**config.mk**
```make
export PLATFORM = sky130hd
export DESIGN_NAME = tt_store_drain_ctrl
export DESIGN_NICKNAME = d
export VERILOG_FILES = /design/src/rtl/tt_store_pkg.sv /design/src/rtl/tt_store_credit_cnt.sv /design/src/rtl/tt_store_drain_ctrl.sv
export SDC_FILE = /design/constraint.sdc
export NUM_CORES = 1
export LEC_CHECK = 0
export CAP_MARGIN = 5
export CORE_MARGIN = 10
export CORE_UTILIZATION = 46
export CTS_CLUSTER_SIZE = 8
export DETAILED_ROUTE_END_ITERATION = 8
export PLACE_DENSITY_LB_ADDON = 0.1
export SLEW_MARGIN = 20
export SYNTH_ARGS = -nofsm -noshare
export SYNTH_HDL_FRONTEND = slang
export SYNTH_SLANG_ARGS = --single-unit
```
**constraint.sdc**
```tcl
create_clock -name i_clk -period 3 [get_ports i_clk]
set_input_delay 0.6 -clock i_clk [delete_from_list [all_inputs] [get_ports i_clk]]
set_output_delay 0.6 -clock i_clk [all_outputs]
set_load 0.02 [all_outputs]
```
**src/rtl/tt_store_pkg.sv**
```systemverilog
// Shared types for the store drain path: FSM states and the held store request.
package tt_store_pkg;
  localparam int STORE_DW = 32;
  localparam int STORE_AW = 48;
  localparam int STORE_BW = STORE_DW / 8;

  typedef enum logic {
    RUN     = 1'b0,
    ORD_ACK = 1'b1
  } store_drain_state_e;

  typedef struct packed {
    logic [STORE_DW-1:0] data;
    logic [STORE_AW-1:0] addr;
    logic [STORE_BW-1:0] byten;
    logic                ordered;
    logic [2:0]          ldst_sz;
  } store_req_t;
endpackage

```
**src/rtl/tt_store_credit_cnt.sv**
```systemverilog
// Outstanding-store counter: saturating up/down, with a sticky flag for
// acks that arrive when nothing is outstanding.
module tt_store_credit_cnt #(
  parameter int MAX   = 4,
  parameter int CNT_W = $clog2(MAX + 1)
) (
  input  logic             i_clk,
  input  logic             i_reset_n,
  input  logic             i_inc,
  input  logic             i_dec,
  output logic [CNT_W-1:0] o_cnt,
  output logic             o_err
);
  logic [CNT_W-1:0] r_cnt;
  logic             r_err;
  logic             w_inc_ok;
  logic             w_dec_ok;

  assign w_inc_ok = i_inc & (r_cnt != CNT_W'(MAX));
  assign w_dec_ok = i_dec & (r_cnt != '0);

  // Count issues up and acks down; a spurious ack never wraps, it latches the error.
  always_ff @(posedge i_clk) begin
    if (!i_reset_n) begin
      r_cnt <= '0;
      r_err <= 1'b0;
    end else begin
      if (w_inc_ok & ~w_dec_ok)      r_cnt <= r_cnt + CNT_W'(1);
      else if (~w_inc_ok & w_dec_ok) r_cnt <= r_cnt - CNT_W'(1);
      if (i_dec & (r_cnt == '0))     r_err <= 1'b1;
    end
  end

  assign o_cnt = r_cnt;
  assign o_err = r_err;
endmodule

```
**src/rtl/tt_store_drain_ctrl.sv**
```systemverilog
// Store drain sequencer: FIFO pop -> 1-entry hold -> valid/ready memory request,
// with credit limiting, ordered-store serialisation and fence/hazard drains.
module tt_store_drain_ctrl
  import tt_store_pkg::*;
#(
  parameter  int DATA_WIDTH      = STORE_DW,
  parameter  int ADDR_WIDTH      = STORE_AW,
  parameter  int MAX_OUTSTANDING = 4,
  localparam int CNT_W           = $clog2(MAX_OUTSTANDING + 1)
) (
  input  logic                    i_clk,
  input  logic                    i_reset_n,
  input  logic                    i_fifo_valid,
  input  logic [DATA_WIDTH-1:0]   i_fifo_data,
  input  logic [ADDR_WIDTH-1:0]   i_fifo_addr,
  input  logic [DATA_WIDTH/8-1:0] i_fifo_byten,
  input  logic                    i_fifo_ordered,
  input  logic [2:0]              i_fifo_ldst_sz,
  input  logic                    i_fifo_empty,
  output logic                    o_fifo_rden,
  output logic                    o_exit_merge_mode,
  output logic                    o_mem_req_valid,
  input  logic                    i_mem_req_ready,
  output logic [DATA_WIDTH-1:0]   o_mem_req_data,
  output logic [ADDR_WIDTH-1:0]   o_mem_req_addr,
  output logic [DATA_WIDTH/8-1:0] o_mem_req_byten,
  output logic [2:0]              o_mem_req_ldst_sz,
  input  logic                    i_mem_ack,
  input  logic                    i_load_cmphit,
  input  logic                    i_fence_req,
  output logic                    o_fence_done,
  output logic                    o_load_stall,
  output logic [CNT_W-1:0]        o_outstanding,
  output logic                    o_idle,
  output logic                    o_err_ack
);
  store_drain_state_e r_state, w_state_nxt;
  store_req_t         r_hold;
  logic               r_hold_vld;
  logic               r_fence_pend;
  logic               r_haz_pend;
  logic [CNT_W-1:0]   w_cnt;
  logic               w_err;
  logic               w_run;
  logic               w_cnt_zero;
  logic               w_credit_ok;
  logic               w_req_valid;
  logic               w_fire;
  logic               w_rden;
  logic               w_pop;
  logic               w_clear;

  // Credit is judged on the registered count only: a same-cycle ack frees nothing yet.
  assign w_run       = (r_state == RUN);
  assign w_cnt_zero  = (w_cnt == '0);
  assign w_credit_ok = (w_cnt < CNT_W'(MAX_OUTSTANDING));
  assign w_req_valid = r_hold_vld & w_credit_ok & w_run & (~r_hold.ordered | w_cnt_zero);
  assign w_fire      = w_req_valid & i_mem_req_ready;
  // An ordered store leaving the hold must not pull its successor in behind it.
  assign w_rden      = i_reset_n & w_run & (~r_hold_vld | (w_fire & ~r_hold.ordered));
  assign w_pop       = w_rden & i_fifo_valid;
  assign w_clear     = i_fifo_empty & ~r_hold_vld & w_cnt_zero;

  tt_store_credit_cnt #(.MAX(MAX_OUTSTANDING), .CNT_W(CNT_W)) u_credit (
    .i_clk     (i_clk),
    .i_reset_n (i_reset_n),
    .i_inc     (w_fire),
    .i_dec     (i_mem_ack),
    .o_cnt     (w_cnt),
    .o_err     (w_err)
  );

  // State register.
  always_ff @(posedge i_clk) begin
    if (!i_reset_n) r_state <= RUN;
    else            r_state <= w_state_nxt;
  end

  // Next state: an ordered issue parks the sequencer until its ack returns.
  always_comb begin
    w_state_nxt = r_state;
    case (r_state)
      RUN:     if (w_fire & r_hold.ordered) w_state_nxt = ORD_ACK;
      ORD_ACK: if (i_mem_ack)               w_state_nxt = RUN;
      default: w_state_nxt = RUN;
    endcase
  end

  // Holding register: load on pop, free on fire; payload only changes on a pop.
  always_ff @(posedge i_clk) begin
    if (!i_reset_n) begin
      r_hold     <= '0;
      r_hold_vld <= 1'b0;
    end else if (w_pop) begin
      r_hold.data    <= i_fifo_data;
      r_hold.addr    <= i_fifo_addr;
      r_hold.byten   <= i_fifo_byten;
      r_hold.ordered <= i_fifo_ordered;
      r_hold.ldst_sz <= i_fifo_ldst_sz;
      r_hold_vld     <= 1'b1;
    end else if (w_fire) begin
      r_hold_vld <= 1'b0;
    end
  end

  // Drain flags: a new request in the clear cycle re-arms the flag.
  always_ff @(posedge i_clk) begin
    if (!i_reset_n) begin
      r_fence_pend <= 1'b0;
      r_haz_pend   <= 1'b0;
    end else begin
      r_fence_pend <= i_fence_req   | (r_fence_pend & ~w_clear);
      r_haz_pend   <= i_load_cmphit | (r_haz_pend   & ~w_clear);
    end
  end

  assign o_fifo_rden       = w_rden;
  assign o_exit_merge_mode = r_fence_pend | r_haz_pend;
  assign o_mem_req_valid   = w_req_valid;
  assign o_mem_req_data    = r_hold.data;
  assign o_mem_req_addr    = r_hold.addr;
  assign o_mem_req_byten   = r_hold.byten;
  assign o_mem_req_ldst_sz = r_hold.ldst_sz;
  assign o_fence_done      = r_fence_pend & w_clear;
  assign o_load_stall      = i_load_cmphit | r_haz_pend;
  assign o_outstanding     = w_cnt;
  assign o_idle            = w_clear & w_run;
  assign o_err_ack         = w_err;
endmodule

```
==> metrics <==
status finished, final reports clean; final hold violation count 0; Register Area 1920 um^2; warnings from Yosys 0; Post-Synthesis Cell Area around 4500 um^2; FP Rows 36; Pre-Repair DR Iteration Count 4; combinational share of power between 20% and 30%; register area share after synthesis 42.6%; Fill cells around 830; Post-synth EDFFs 0; GPL Wtd Cong 0.745; path depth of the worst reg2reg path 8; total wire length 11.0 mm; Max-cap violations 0; Startpoint Class primary input; Sw Share between 20% and 30%; CTS Buf Count 9; Req. time, crit path 2.40 ns; max_slew headroom a little over two fifths; synthesized flop and latch total 96; PortBufs around 190; I/O pin cnt 193; commonest non-fill, non-tap cell in the layout clkdlybuf4s50_1; Die ar. 14,200 um^2; CTS tree done; critical path fanouts, max 2; Die Y-Extent 119 um; RSZ-0062 raised after global routing false; utilization after layout 63.3%; CTS Buffer Depth 2; synthesis-to-finish area growth 36.0%; clock-pin slew on the worst setup and hold paths roughly 0.090 ns; crit path time final slightly below 3 ns; Max Clock Freq ~350 MHz; largest net degree at the start of global routing approximately 90; Final setup viols 0; fraction of layout cells with a size suffix above 1 approximately 4%; DR DRC count 0; multi-input logic area roughly 1500 um^2; placed cells 729; final std cells w/o fill about 750; skew final ~0.007 ns; clock root cell clkbuf_8; critical path class in -> out; Leak between 3 and 4 nW; initial antenna violation count 0; Resized cells post-CTS 0; H-tree depth 3; GRT Resource Usage Total 15.0%; Clock Latency Late Sink about 0.35 ns; Mapped Cells ~500; Synth Flop Type dfxtp_1; Slew @ Worst Pin slightly below 0.9 ns; power per standard cell area 570 nW/um^2; ys async rst share 0%; Worst setup endpoint o_fifo_rden; nets around 710; Internal 2.49 mW; placed cell areas 5890 um^2; DR vias approximately 3.3k; sequential power share between 40 and 50%; Final Max Tran Viols 0; TNS Setup 0 ns; Core Region slightly below 10,000 um^2; clock group share of total power 28.9%; Detail Route Antenna Nets 0; syn avg cell area 8.86 um^2; first-pass GRT wire length roughly 17 mm; Hold-fix buffers, CTS 0; Remaining Overflow, GRT 0; drt wl/cell around 15 um; Arr. time, crit path ~2.3 ns; Reg2Reg Launch Point u_credit.o_cnt[2]$_SDFFE_PN0P_; sw power a little over 1 mW; Crit. Startpoint i_mem_req_ready; Die X ~120 um; Final Instance Area between 6000 and 7000 um^2; Netlist cell types 31; syn nets ~600; buffer count from post-CTS setup fixing 0; clock sinks 96; peak supply drop ~400 uV; commonest non-fill, non-tap cells in the layout clkdlybuf4s50_1, dfxtp_1, inv_1; worst r2r dst u_credit.o_cnt[2]$_SDFFE_PN0P_; Initial Util between 40% and 50%; Tcrit/Tclk final about 96%; Via density 4.36; min-delay worst type reg -> reg; hpwl dp just over 8 mm; Iter 0 DRT Violations between 100 and 150; CP Capture Type primary output; flop2flop setup slack slightly above 0.6 ns; vias in the first global route between 3k and 4k
[Yosys cell counts, types with 2 or more instances]
master | count | area (um^2)
buf_4 | 87 | 653
mux2i_1 | 88 | 881
buf_2 | 7 | 35.0
nor2_1 | 2 | 7.51
buf_6 | 3 | 33.8
a21oi_1 | 3 | 15.0
nor2b_1 | 3 | 18.8
nand2_1 | 89 | 334
clkbuf_1 | 11 | 41.3
o21a_1 | 2 | 15.0
nand3b_1 | 3 | 22.5
a21boi_0 | 3 | 22.5
dfxtp_1 | 96 | 1920
o21ai_0 | 3 | 15.0
inv_1 | 90 | 338
or2_2 | 2 | 12.5
nand2b_1 | 3 | 18.8
[registers in the layout (all words and copies together), names as in the netlist]
register / cells
o_mem_req_addr: 48
o_mem_req_byten: 4
o_mem_req_data: 32
o_mem_req_ldst_sz: 3
r_fence_pend: 1
r_haz_pend: 1
r_hold: 1
r_hold_vld: 1
r_state: 1
u_credit.o_cnt: 3
u_credit.o_err: 1
[power groups by stage]
stage / Sequential (mW) / Clock [mW] / Combinational (mW)
finish: 1.51 / 1.01 / 0.976
global route: 1.53 / 1.10 / 1.05
CTS: 1.51 / 1.05 / 0.990
detailed placement: 1.54 / 0 / 0.986
global placement: 1.53 / 0 / 0.971
floorplan: 1.54 / 0 / 0.648
[how the worst min path moves through the flow]
stage / start / slack [ns] / end / cells after the start
finish: o_mem_req_addr[3]$_SDFFE_PN0P_ / 0.46 / o_mem_req_addr[3]$_SDFFE_PN0P_ / 2
global route: o_mem_req_addr[21]$_SDFFE_PN0P_ / 0.48 / o_mem_req_addr[21]$_SDFFE_PN0P_ / 2
CTS: o_mem_req_addr[3]$_SDFFE_PN0P_ / 0.46 / o_mem_req_addr[3]$_SDFFE_PN0P_ / 2
detailed placement: o_mem_req_data[21]$_SDFFE_PN0P_ / 0.45 / o_mem_req_data[21]$_SDFFE_PN0P_ / 2
global placement: o_mem_req_addr[26]$_SDFFE_PN0P_ / 0.44 / o_mem_req_addr[26]$_SDFFE_PN0P_ / 2
floorplan: o_mem_req_addr[0]$_SDFFE_PN0P_ / 0.44 / o_mem_req_addr[0]$_SDFFE_PN0P_ / 2
[cell type report]
cell class | instances | share of cell area (%)
antenna | 1 | 0.0408
clock buffer | 9 | 2.02
clock inverter | 7 | 1.96
inverter | 90 | 5.51
multi-input combinational | 215 | 24.4
sequential | 96 | 31.3
tap | 133 | 2.71
timing repair buffer | 195 | 32.0
[routing by layer]
metal | up-vias | global-route usage (%) | routed length, um
li1 | 1659 | - | -
met4 | 0 | 5.73 | 127
met5 | - | 0 | 0
met3 | 11 | 6.99 | 1150
met1 | 1473 | 16.4 | 4360
met2 | 113 | 25.0 | 5310
[through the flow]
stage	power, mW	worst slack [ns]	hold WS [ns]
2_1_floorplan	2.18	0.841	0.438
3_3_place_gp	2.50	0.126	0.443
3_5_place_dp	2.52	0.135	0.450
4_1_cts	3.55	0.108	0.464
5_1_grt	3.67	0.0320	0.477
6_report	3.50	0.119	0.459
[cell families (layout without fill, tap and decap cells)]
logic type      count (synthesis)  after routing  synth area share (%)
fa+ha+maj                       2              2                 0.721
compound gates                 15             15                  2.19
simple gates                  108            108                  10.2
flops                          96             96                  42.6
mux                            88             88                  19.5
buf+inv                       198            301                  24.4
other cells                     0              1                     0
xor+xnor                        2              2                 0.388
[worst max-delay path, cell delays in order]
cell and delay (ns):
clkdlybuf4s50_1 0.48, or3b_1 0.39, a21oi_1 0.17, clkdlybuf4s50_1 0.64
Note: power is estimated with default switching activity, not from simulation.
